==> src/rtl/digit_scan_pkg.sv <==
// Shared types and constants for the multiplexed 8-digit seven-segment scanner.
// Optional decimal-point support is enabled with DIGIT_SCAN_DP_EN.
package digit_scan_pkg;

  typedef enum logic [1:0] {
    IDLE  = 2'd0,
    BLANK = 2'd1,
    SHOW  = 2'd2
  } state_t;

  localparam int NUM_DIGITS = 8;

  localparam logic [6:0] SEG_OFF = 7'h7F;

  // Active-low {g,f,e,d,c,b,a}; element 0 is the glyph for hex 0.
  localparam logic [15:0][6:0] GLYPH = {
    7'h0E, 7'h06, 7'h21, 7'h46,
    7'h03, 7'h08, 7'h10, 7'h00,
    7'h78, 7'h02, 7'h12, 7'h19,
    7'h30, 7'h24, 7'h79, 7'h40
  };

endpackage

==> src/rtl/digit_scan_hex7seg.sv <==
// Combinational hex digit to active-low seven-segment decoder.
// Shared glyph table lives in digit_scan_pkg.
module hex7seg
  import digit_scan_pkg::*;
(
  input  logic [3:0] i_hex,
  output logic [6:0] o_seg
);

  assign o_seg = GLYPH[i_hex];

endmodule

==> src/rtl/digit_scan.sv <==
// Time-multiplexed 8-digit scanner driving a 3-to-8 decoder and shared segments.
// Define DIGIT_SCAN_DP_EN to add the per-digit decimal point (LD_DP / DP).
module digit_scan
  import digit_scan_pkg::*;
#(
  parameter logic [15:0] DIV       = 16'd1000,
  parameter logic [15:0] BLANK_CYC = 16'd50
) (
  input  logic       clk,
  input  logic       rst_n,
  input  logic       EN,
  input  logic       LD,
  input  logic [2:0] LD_IDX,
  input  logic [3:0] LD_DATA,
`ifdef DIGIT_SCAN_DP_EN
  input  logic       LD_DP,
  output logic       DP,
`endif
  output logic [2:0] A,
  output logic       G1,
  output logic       G2,
  output logic       G3,
  output logic [6:0] SEG,
  output logic       FRAME
);

  state_t                         r_state;
  logic   [15:0]                  r_cnt;
  logic   [2:0]                   r_idx;
  logic                           r_dec_on;
  logic                           r_frame;
  logic   [NUM_DIGITS-1:0][3:0]   r_mem;
  logic   [6:0]                   w_glyph;

  always_ff @(posedge clk or negedge rst_n) begin
    if (!rst_n) begin
      r_mem <= '0;
    end else if (LD) begin
      r_mem[LD_IDX] <= LD_DATA;
    end
  end

  hex7seg u_hex7seg (
    .i_hex (r_mem[r_idx]),
    .o_seg (w_glyph)
  );

  always_ff @(posedge clk or negedge rst_n) begin
    if (!rst_n) begin
      r_state  <= IDLE;
      r_cnt    <= '0;
      r_idx    <= '0;
      r_dec_on <= 1'b0;
      r_frame  <= 1'b0;
    end else begin
      r_frame <= 1'b0;
      unique case (r_state)
        IDLE: begin
          if (EN) begin
            r_state <= BLANK;
            r_cnt   <= '0;
          end
        end
        BLANK: begin
          if (!EN) begin
            r_state  <= IDLE;
            r_cnt    <= '0;
            r_idx    <= '0;
            r_dec_on <= 1'b0;
          end else if (r_cnt == BLANK_CYC - 16'd1) begin
            r_state  <= SHOW;
            r_cnt    <= '0;
            r_dec_on <= 1'b1;
          end else begin
            r_cnt <= r_cnt + 16'd1;
          end
        end
        SHOW: begin
          if (!EN) begin
            r_state  <= IDLE;
            r_cnt    <= '0;
            r_idx    <= '0;
            r_dec_on <= 1'b0;
          end else if (r_cnt == DIV - 16'd1) begin
            r_state  <= BLANK;
            r_cnt    <= '0;
            r_dec_on <= 1'b0;
            r_idx    <= r_idx + 3'd1;
            r_frame  <= (r_idx == 3'd7);
          end else begin
            r_cnt <= r_cnt + 16'd1;
          end
        end
        default: begin
          r_state  <= IDLE;
          r_cnt    <= '0;
          r_idx    <= '0;
          r_dec_on <= 1'b0;
        end
      endcase
    end
  end

  // Segments track live register contents so writes show up immediately.
  assign A     = r_idx;
  assign G1    = r_dec_on;
  assign G2    = ~r_dec_on;
  assign G3    = ~r_dec_on;
  assign SEG   = r_dec_on ? w_glyph : SEG_OFF;
  assign FRAME = r_frame;

`ifdef DIGIT_SCAN_DP_EN
  logic [NUM_DIGITS-1:0] r_dp;

  always_ff @(posedge clk or negedge rst_n) begin
    if (!rst_n) begin
      r_dp <= '0;
    end else if (LD) begin
      r_dp[LD_IDX] <= LD_DP;
    end
  end

  assign DP = r_dec_on ? ~r_dp[r_idx] : 1'b1;
`endif

endmodule
==> config.mk <==
export PLATFORM = sky130hd
export DESIGN_NAME = digit_scan
export DESIGN_NICKNAME = d
export VERILOG_FILES = /design/src/rtl/digit_scan_pkg.sv /design/src/rtl/digit_scan_hex7seg.sv /design/src/rtl/digit_scan.sv
export SDC_FILE = /design/constraint.sdc
export NUM_CORES = 1
export LEC_CHECK = 0
export ABC_AREA = 1
export CAP_MARGIN = 20
export CORE_UTILIZATION = 39
export CTS_CLUSTER_DIAMETER = 150
export DETAILED_ROUTE_END_ITERATION = 6
export HOLD_SLACK_MARGIN = 0.05
export RECOVER_POWER = 50
export SLEW_MARGIN = 20
export SYNTH_ARGS = -nofsm -noshare
export SYNTH_HDL_FRONTEND = slang
export SYNTH_SLANG_ARGS = --single-unit
export TNS_END_PERCENT = 1
==> constraint.sdc <==
create_clock -name clk -period 2.3 [get_ports clk]
set_input_delay 0.345 -clock clk [delete_from_list [all_inputs] [get_ports clk]]
set_output_delay 0.345 -clock clk [all_outputs]
set_load 0.005 [all_outputs]
# Yosys cells after proc, flatten, opt, wreduce, memory -nomap -nowiden

Memory sizes are Yosys's and may differ from the RTL's.
Index checks and enable logic that the tools add are counted.

Register bits after elaboration: 55
ROM bits: 112
Input bits: 11
Logic and storage cells: 67
Memories kept: 1

Memory list:

| memory          | depth | bits a word | read ports | clocked after Yosys merged registers in | write ports | RTL line                 | source |
|---|---|---|---|---|---|---|---|
| (no name shown) | 16    | 7           | 1          | 0                                       | 0           | digit_scan_hex7seg.sv:10 | `assign o_seg = GLYPH[i_hex];` |

Add/sub/neg operators: 2
$lt $le $gt $ge: 4
Equality and inequality tests: 9
Multiplexer cells: 31
Bitwise gates (word level): 2
Reduce and logical (&&, ||, !) cells: 5

Operator list:

| operator                | count |
|---|---|
| $mux W16                | 5 |
| $pmux W16 S3            | 1 |
| $bwmux W32              | 1 |
| $add A16 B1 Y16 const B | 1 |
| $eq A16 B10 Y1 const B  | 1 |
| $eq A16 B6 Y1 const B   | 1 |
| $mux W7                 | 2 |
| $bmux W4 S3             | 1 |
| $demux W4 S3            | 1 |
| $mux W2                 | 5 |
| $mux W3                 | 3 |
| $pmux W3 S3             | 1 |
| $reduce_and A3 Y1       | 3 |
| $lt A3 B4 Y1 const B    | 2 |
| $mux W4                 | 2 |
| $mux W1                 | 7 |
| $ne A3 B3 Y1 const B    | 2 |
| $pmux W2 S3             | 1 |
| $lt A4 B5 Y1 const B    | 1 |
| $ne A2 B2 Y1 const B    | 2 |
| $add A3 B1 Y3 const B   | 1 |
| $eq A3 B3 Y1 const B    | 1 |
| $ge A3 B1 Y1 const B    | 1 |
| $pmux W1 S3             | 1 |
| other kinds (5)         | 6 |

# Depth between registers and ports, before layout

Gate-level depths: netlist of the first run.

Depth in word-level cells: 5
Depth in mapped cells: 13
Depth with buffers taken out: 12

# By module

Synthesis of the first run repeated with hierarchy kept, for this count alone.

Cell total of the unflattened synthesis: 424
Area, all modules: 3200.6 um^2

Modules (own cells, without submodules):

| module     | instances | cells each | area each (um^2) |
|---|---|---|---|
| digit_scan | 1         | 375        | 2926.6 |
| hex7seg    | 1         | 49         | 274.0 |

# Worst setup path before layout of the first run

Ideal clock, no wire load.

Kind: register to output
Start point: register r_idx[0], in the netlist A[0]
End point: output port SEG[3]
Arrival: 1661 ps
Required time: 1955 ps
Path slack: 294 ps
Stages on the path, launching flop included: 14
Path buffers: 2
Path through: dfrtp_1 buf_6 buf_6 nor2_1 nor2_1 o21ai_1 nand3_1 nand2_1 inv_1 ha_1 nand3_1 nand2_1 nand2_1 nand3_1

Longest elaborated chain between the ends: 5

Ends and longest elaborated chain:

| item                          | RTL line                 | source |
|---|---|---|
| from (decl)                   | digit_scan.sv:29         | `logic [2:0] r_idx;` |
| from (signal assigned)        | digit_scan.sv:88         | `r_idx <= r_idx + 3'd1;` |
| $bmux W4 S3                   | digit_scan.sv:44         | `.i_hex (r_mem[r_idx]),` |
| $mux W4 (implied by the code) | digit_scan.sv:44         |  |
| $mem_v2 Z16 W7                | -                        |  |
| $mux W7 (implied by the code) | digit_scan_hex7seg.sv:10 |  |
| $mux W7                       | digit_scan.sv:109        | `assign SEG = r_dec_on ? w_glyph : SEG_OFF;` |
| to (decl)                     | digit_scan.sv:23         | `output logic [6:0] SEG,` |

No other way between the ends. The select of a mux whose other input is x is not followed.

# Final worst setup path of the first run

Start point: register r_idx[0], in the netlist A[0]
End point: output port SEG[1]

Same word-level chain as after synthesis.

==> out/qor.yml, run 1 <==
status: "complete, but fails checks"
violations: "setup timing"
grt_max_degree: 54
htree_num_levels: 2
clk_path_buf_depth: 2
p_sw_share_pct: 40.1
synth_cell_types: 25
synth_top_family_by_area: "simple AND/OR/NAND/NOR gates"
dp_cells: 593
synth-simple-area-share_pct: 33.2
synth_compound_area_share_pct: 8.74
grt_pass1_vias: 2887
final_cells: 612
power.density_mw_per_mm2: 864
io_pins: 25
path_clk_slew_ns: 0.10
synth_most_common_cell: "nand2_1"
syn_inst: 455
synth_ff_type: "dfrtp_1"
dpl-instance-area_mm2: 0.00372
place_hpwl_um: 5630
synth_fp_nets: 480
grt_remaining_overflow: 0
arrival_ns: 2.06
setup_viol: 7
synth-adder-area-share_pct: 5.37
core.rowCount: 32
worst_slack_ns: -0.107
critical_path.startpoint_type: "register"
cp_max_fo: 6
drc_errors: 0
synth_area_leaders: "dfrtp_1 42%, nand2_1 16%, nor2_1 6.8%"
hold_viol: 0
ys_seq_area_share_pct: 42.2
synth-seq-cells: 55
skew_ns: 0.00579
synthTopCellsByCount: "142 x nand2_1, 59 x nor2_1, 56 x inv_1"
slew_viol_final: 0
first_iter_violations: 152
vias: 2936
initial_utilization_pct: 41.2
core_mm2: 0.00793
fmax_mhz: 415
p_leak_nw: 1.92
drive_gt1_share_pct: 14.5
switchingPower_mw: 1.39
area_growth_pct: 22.6
die_w_um: 93.5
cp-end-kind: "primary output"
firstDrtPassIters: 4
cts_buffers: 5
wl_um: 7750
ys_warn_count: 0
grt_pass1_wl_um: 13600
cts-root-buf: "clkbuf_8"
async_reset_ff_share_pct: 100
timing.setup.tns_ns: -0.483
peakVddDrop_mv: 0.341
synth_xor_area_share_pct: 2.15
antenna_found_initial: 0
post-route-period-util_pct: 105
io_buffer_count: 24
p_seq_share_pct: 35.7
synth_top_area_share_pct: 42.2
maxSlewHeadroom_pct: 12.6
cts_tree: "done"
antenna_left: 0
power_mw: 3.45
min_path_type: "primary input to async pin"
pre_cts_slack_ns: -0.215
stdcell_area_mm2: 0.00400
n_antenna_cell: 0
synth_largest_area_cell: "dfrtp_1"
avgSynthCellArea_um2: 7.17
synth_edf_count: 0
clock_sinks: 55
die_area_mm2: 0.00874
crit_type: "register to primary output"
fin_crit_ns: 2.41
power_frac_comb_pct: 49.3
synth.cell_area_mm2: 0.00326
clkPwrFrac_pct: 15.1
wl_per_cell_um: 12.7
clkLatencyLatePin_ns: 0.30
required_ns: 1.96
internal_power_mw: 2.07
worstMarginPinSlew_ns: 1.31
die_h_um: 93.5
place_congestion: 0.888
viasPerCell: 4.80
grt_usage_pct: 19.6
synth_mux_area_share_pct: 0
max_cap_violations: 0
rsz0062_at_grt: "true"
nets: 534
flip-flops by register name, indices dropped and copies added, names as in the netlist:
register  cells
r_state       2
r_mem        32
r_cnt        16
G1            1
A             3
FRAME         1
area by class of cell:
class	instances	area, um^2
fill	776	3930
multi-input combinational	336	1740
sequential	55	1380
timing repair buffer	52	437
inverter	59	234
tap	102	128
clock buffer	7	76.3
clock inverter	1	5.00
logic make-up after synthesis:
logic type | Yosys count
AOI/OAI and AO/OA | 54
xor gates and xnor gates | 8
adders and majority gates | 14
buffers and inverters | 65
DFF | 55
and+or+nand+nor | 259
worst paths after layout:
kind                       cells after the start                   from  slack, ns                     to
max                                           11       A[0]$_DFFE_PN0P_      -0.11                 SEG[1]
min                                            2                  rst_n       0.37  r_mem[10]$_DFFE_PN0P_
max reg2reg                                   12   r_cnt[0]$_DFFE_PN0P_       0.62   r_cnt[9]$_DFFE_PN0P_
max in group asynchronous                      3                  rst_n       0.37       A[1]$_DFFE_PN0P_
min in group clk                               2  r_mem[14]$_DFFE_PN0P_       0.50  r_mem[14]$_DFFE_PN0P_
min reg2reg                                    2  r_mem[14]$_DFFE_PN0P_       0.50  r_mem[14]$_DFFE_PN0P_
repair_timing:
action,CTS,global route
hold buffers,1,0
pin swaps,17,8
gates resized for setup,54,8
endpoints found under the hold margin,2,0
buffers inserted,8,1
setup endpoints to repair,7,7
cloned,1,0
through the flow:
stage | hold WS (ns) | util (%)
2_1_floorplan | 0.0494 | -
4_1_cts | 0.354 | 50.0
5_1_grt | 0.377 | 50.5
3_5_place_dp | 0.145 | 46.9
3_3_place_gp | 0.141 | 46.9
6_report | 0.372 | 50.5
routing by layer:
metal  vias up  GRT usage, %  routed length [um]  share of wire (%)
met5         -             0                   0                  0
met3         2          2.60                 255                3.3
met2        45          30.6                3360                 43
li1       1534             -                   -                  -
met1      1355          29.0                4090                 53
met4         0          3.72                  38               0.49
power by group through the flow:
stage | Sequential [mW] | Clock (mW) | Combinational, mW
4_1_cts | 1.23 | 0.541 | 1.59
2_1_floorplan | 1.21 | 0 | 0.922
3_3_place_gp | 1.24 | 0 | 1.40
6_report | 1.23 | 0.520 | 1.70
5_1_grt | 1.26 | 0.582 | 1.92
3_5_place_dp | 1.24 | 0 | 1.41
worst max-delay path, stage by stage (launching register included):
cell and delay [ns]:
dfrtp_2 0.46, buf_6 0.15, o211ai_1 0.18, nand3_1 0.15, nand2_4 0.14, buf_6 0.12, ha_4 0.20, nand3_4 0.09
nor2_2 0.03, nor2_1 0.08, nand2_1 0.05, buf_2 0.12
cells in the final DEF, fill, tap and decap left out, types with 3 or more instances in the layout:
cell             instances
buf_2                    5
nor2_1                  56
dfrtp_1                 53
buf_4                   21
nand2_4                  3
o21ai_0                 40
nand4_1                  3
o211ai_1                 4
clkbuf_8                 5
o21ai_1                  4
clkbuf_2                 3
xor2_1                   7
buf_6                    4
nand3_1                 36
clkdlybuf4s50_1         15
clkbuf_1                 3
ha_1                    10
inv_1                   53
nand3_4                  4
a21oi_1                  3
inv_4                    3
ha_4                     3
nand2_2                  9
nand2_1                139
No activity file was read; power rests on OpenSTA's default activity.
==> inputs of run 2 (changes only) <==
- CORE_MARGIN: default -> 10
==> out/qor.yml, run 2 (synthesis results as in run 1) <==
setup_viol: 5  # -2
fin_crit_ns: 2.36  # -0.0484 ns
die_area_mm2: 0.0124  # +42%
regMostFlops: "r_mem"
grt_max_degree: 21  # -61%
fin_util_pct: 48.7  # -1.8 points
firstDrtPassIters: 7  # +3
initial_utilization_pct: 39.9  # -1.2 points
grt_pass1_wl_um: 13800  # +1.8%
cp_max_fo: 7  # +1
area_growth_pct: 21.9
slew_viol_final: 0  # unchanged
crit_type: "register to primary output"
multi_input_area_mm2: 0.00171  # -1.7%
cts_tree: "done"
skew_ns: 0.00805  # +0.00226 ns
hold_viol: 0  # unchanged
arrival_ns: 2.01  # -0.05 ns
core_mm2: 0.00818  # +3.1%
clk_path_buf_depth: 2  # unchanged
grt_pass1_vias: 2843  # -1.5%
drc_errors: 0  # unchanged
required_ns: 1.96  # about the same
max_cap_violations: 0  # unchanged
post-route-period-util_pct: 103  # -2.1 points
n_antenna_cell: 0  # unchanged
viasPerCell: 4.82  # +0.43%
die_h_um: 111  # +19%
seqCellArea_mm2: 0.00138  # unchanged
wl_per_cell_um: 13.0  # +2.5%
htree_num_levels: 2  # unchanged
p_leak_nw: 1.90  # -0.85%
nets: 529  # -0.94%
power.density_mw_per_mm2: 898  # +3.9%
path_clk_slew_ns: 0.10  # about the same
timing.setup.tns_ns: -0.141  # +0.342 ns
power_mw: 3.57  # +3.4%
violations: "setup timing"
vias: 2939  # +0.10%
wl_um: 7910  # +2.1%
place_hpwl_um: 6090  # +8.1%
place_congestion: 0.900  # +1.3%
grt_remaining_overflow: 0  # unchanged
io_buffer_count: 24  # unchanged
maxSlewHeadroom_pct: 25.1  # +13 points
fin_hold_ws_ns: 0.492  # +0.120 ns
final_common_cell: "nand2_1"
worst_slack_ns: -0.0586  # +0.0484 ns
final_cell_mix: "139 x nand2_1, 54 x nor2_1, 53 x dfrtp_1, 52 x inv_1, 39 x o21ai_0"
fillers: 793  # +2.2%
first_iter_violations: 191  # +26%
critical_path.startpoint_type: "register"
clkLatencyLatePin_ns: 0.31  # about the same
cp-end-kind: "primary output"
peakVddDrop_mv: 0.252  # -26%
clock_sinks: 55  # unchanged
worstMarginPinSlew_ns: 1.12  # -0.188 ns
status: "complete, but fails checks"
largest_reg_flops: 32  # unchanged
cts_buffers: 5  # unchanged
cts-root-buf: "clkbuf_8"
core.rowCount: 33  # +3.1%
rsz0062_at_grt: "true"
antenna_left: 0  # unchanged
die_w_um: 111  # +19%
grt_usage_pct: 12.8  # -6.7 points
antenna_found_initial: 0  # unchanged
io_pins: 25  # unchanged
drive_gt1_share_pct: 14.9  # +0.34 points
min_path_type: "register to register"
fmax_mhz: 424  # +2.1%
## run 2: critical path, cell delays in order (launching register included)
cell     delay (ns)
dfrtp_2        0.43
buf_6          0.14
nor2_2         0.03
nor2_1         0.08
o21ai_1        0.07
nand3_1        0.09
nand2_2        0.11
buf_6          0.14
ha_2           0.17
inv_2          0.06
nand3_1        0.08
nand3_1        0.09
nand3_2        0.08
buf_6          0.12
## run 2: routing by layer
metal / wire, um / part of all wire, % / global-route usage, % / vias to the layer above
met5: 0 / 0 / 0 / -
met4: 64 / 0.81 / 2.57 / 0
met3: 314 / 4.0 / 2.36 / 5
met2: 3370 / 43 / 19.2 / 57
met1: 4160 / 53 / 18.7 / 1349
li1: - / - / - / 1528
## run 2: cell type report
| type | instances | share of cell area [%] |
|---|---|---|
| well taps | 105 | 3.30 |
| clock buffers | 6 | 1.82 |
| repair buffers | 48 | 9.91 |
| inverters | 59 | 5.76 |
| multi-input cells | 335 | 43.0 |
| flip-flops and latches | 55 | 34.7 |
| clock inverters | 2 | 1.51 |
## run 2: worst paths after layout
| path | slack [ns] | to | cells past startpoint | start |
|---|---|---|---|---|
| max reg2reg | 0.61 | r_cnt[13]$_DFFE_PN0P_ | 12 | r_cnt[0]$_DFFE_PN0P_ |
| min | 0.49 | r_mem[16]$_DFFE_PN0P_ | 2 | r_mem[16]$_DFFE_PN0P_ |
| min in group asynchronous | 0.76 | r_mem[21]$_DFFE_PN0P_ | 2 | rst_n |
| min reg2reg | 0.49 | r_mem[16]$_DFFE_PN0P_ | 2 | r_mem[16]$_DFFE_PN0P_ |
| max | -0.06 | SEG[0] | 13 | A[0]$_DFFE_PN0P_ |
| max in group asynchronous | 0.44 | A[0]$_DFFE_PN0P_ | 3 | rst_n |
## run 2: power breakdown
group	switching [mW]	internal, mW
logic	0.920	0.663
clock network	0.317	0.435
registers	0.120	1.12
## run 2: per-stage QoR
| stage | area [um^2] | std cells | setup WS [ns] |
|---|---|---|---|
| 6_report | 3980 | 610 | -0.0586 |
| 4_1_cts | 3950 | 610 | -0.0365 |
| 3_3_place_gp | 3730 | 598 | -0.121 |
| 2_1_floorplan | 3260 | 455 | 0.294 |
| 5_1_grt | 3980 | 610 | -0.266 |
| 3_5_place_dp | 3730 | 598 | -0.158 |
## run 2: timing repair
item	CTS	global route
hold endpoints to repair	18	0
endpoints found under the setup margin	7	7
hold buffers	1	0
pin swaps	15	7
gates resized for setup	55	9
buffers inserted	3	0
==> inputs of run 3 (changes only) <==
- SETUP_SLACK_MARGIN: default -> 0.5
==> out/qor.yml, run 3 (synthesis results as in run 1) <==
status: "complete, but fails checks"
regMostFlops: "r_mem"
p_leak_nw: 1.96  # +3.0%
io_buffer_count: 24  # unchanged
wl_per_cell_um: 13.0  # about the same
nets: 535  # +1.1%
cts-root-buf: "clkbuf_8"
cp-end-kind: "primary output"
required_ns: 1.96  # about the same
worstMarginPinSlew_ns: 0.960  # -0.163 ns
grt_max_degree: 24  # +14%
viasPerCell: 4.91  # +1.9%
firstDrtPassIters: 5  # -2
skew_ns: 0.00478  # -0.00327 ns
timing.setup.tns_ns: -0.390  # -0.249 ns
area_growth_pct: 24.1
critical_path.startpoint_type: "register"
core.rowCount: 33  # unchanged
fmax_mhz: 417  # -1.6%
clk_path_buf_depth: 2  # unchanged
rsz0062_at_grt: "true"
final_common_cell: "nand2_1"
first_iter_violations: 146  # -24%
largest_reg_flops: 32  # unchanged
violations: "setup timing"
clkLatencyLatePin_ns: 0.31  # about the same
pre_cts_slack_ns: -0.208  # -0.0503 ns
die_h_um: 111  # unchanged
antenna_found_initial: 0  # unchanged
drive_gt1_share_pct: 16.8  # +2.0 points
peakVddDrop_mv: 0.269  # +6.8%
path_clk_slew_ns: 0.10  # about the same
drc_errors: 0  # unchanged
post-route-period-util_pct: 104  # +1.7 points
die_w_um: 111  # unchanged
grt_usage_pct: 13.0  # +0.15 points
crit_type: "register to primary output"
hold_viol: 0  # unchanged
vias: 3025  # +2.9%
cts_buffers: 5  # unchanged
clock_sinks: 55  # unchanged
grt_pass1_vias: 2905  # +2.2%
cts_tree: "done"
wl_um: 7990  # +0.94%
grt_remaining_overflow: 0  # unchanged
place_hpwl_um: 6030  # -0.99%
n_antenna_cell: 0  # unchanged
fin_util_pct: 49.5  # +0.89 points
power.density_mw_per_mm2: 893  # -0.56%
stdcell_area_mm2: 0.00405  # +1.8%
dpl-instance-area_mm2: 0.00376  # +0.60%
maxSlewHeadroom_pct: 36.0  # +11 points
cp_max_fo: 7  # unchanged
io_pins: 25  # unchanged
antenna_left: 0  # unchanged
worst_slack_ns: -0.0977  # -0.0390 ns
max_cap_violations: 0  # unchanged
final_cell_mix: "137 x nand2_1, 54 x nor2_1, 52 x dfrtp_1, 52 x inv_1, 39 x o21ai_0"
initial_utilization_pct: 39.9  # unchanged
arrival_ns: 2.05  # +0.04 ns
die_area_mm2: 0.0124  # unchanged
fin_crit_ns: 2.40  # +0.0390 ns
place_congestion: 0.911  # +1.2%
setup_viol: 7  # +2
htree_num_levels: 2  # unchanged
grt_pass1_wl_um: 13900  # +0.90%
min_path_type: "register to register"
core_mm2: 0.00818  # unchanged
slew_viol_final: 0  # unchanged
-- run 3: changes by cell type in the layout (fill, tap and decap cells not counted), sizes merged --
| cell | before | now |
|---|---|---|
| clkinv | 1 | 2 |
| dlymetal6s2s | 0 | 1 |
| bufinv | 2 | 1 |
| clkdlybuf4s50 | 15 | 14 |
| buf | 27 | 33 |
-- run 3: through the flow --
stage          hold WS (ns)  instances  total power, mW
2_1_floorplan        0.0494        455             2.15
3_3_place_gp          0.290        599             2.70
3_5_place_dp          0.293        599             2.71
4_1_cts               0.489        616             3.59
5_1_grt               0.517        616             3.91
6_report              0.491        616             3.62
-- run 3: worst max-delay path, stage by stage, from the launching register on --
cell and delay (ns):
dfrtp_2 0.47, buf_6 0.16, o211ai_1 0.16, nand3_1 0.14
nand2_4 0.13, buf_6 0.11, ha_4 0.19, nand3_4 0.09
nor2_2 0.04, nor2_1 0.08, nand2_1 0.05, buf_2 0.12
-- run 3: area by class of cell --
class / instances / area, um^2
multi-input cells: 335 / 1750
fillers: 811 / 4130
well taps: 105 / 131
clock buffers: 6 / 82.6
repair buffers: 54 / 439
flip-flops and latches: 55 / 1380
clock inverters: 2 / 35.0
inverters: 59 / 234
-- run 3: what timing repair did --
action | CTS | global route
hold endpoints to repair | 15 | 0
setup endpoints to repair | 10 | 14
pin swaps | 17 | 2
buffers inserted | 8 | 0
gates resized for setup | 57 | 12
hold buffers | 1 | 0
-- run 3: final timing paths --
| path | slack (ns) | end | depth (start not counted) | startpoint |
|---|---|---|---|---|
| max | -0.1 | SEG[1] | 11 | A[0]$_DFFE_PN0P_ |
| min | 0.49 | r_mem[26]$_DFFE_PN0P_ | 2 | r_mem[26]$_DFFE_PN0P_ |
| max reg2reg | 0.65 | r_cnt[9]$_DFFE_PN0P_ | 12 | r_cnt[0]$_DFFE_PN0P_ |
| min reg2reg | 0.49 | r_mem[26]$_DFFE_PN0P_ | 2 | r_mem[26]$_DFFE_PN0P_ |
| max in group asynchronous | 0.46 | G1$_DFFE_PN0P_ | 3 | rst_n |
| min in group asynchronous | 0.69 | r_mem[16]$_DFFE_PN0P_ | 2 | rst_n |
-- run 3: routing by layer --
metal / global-route usage (%) / wire length [um]
met3: 2.42 / 387
met5: 0 / 0
met1: 17.9 / 3880
met2: 20.5 / 3620
met4: 2.83 / 95
-- run 3: power by group --
group	switching (mW)	internal, mW	total, mW
logic	0.972	0.738	1.71
clock network	0.316	0.353	0.669
registers	0.118	1.12	1.24
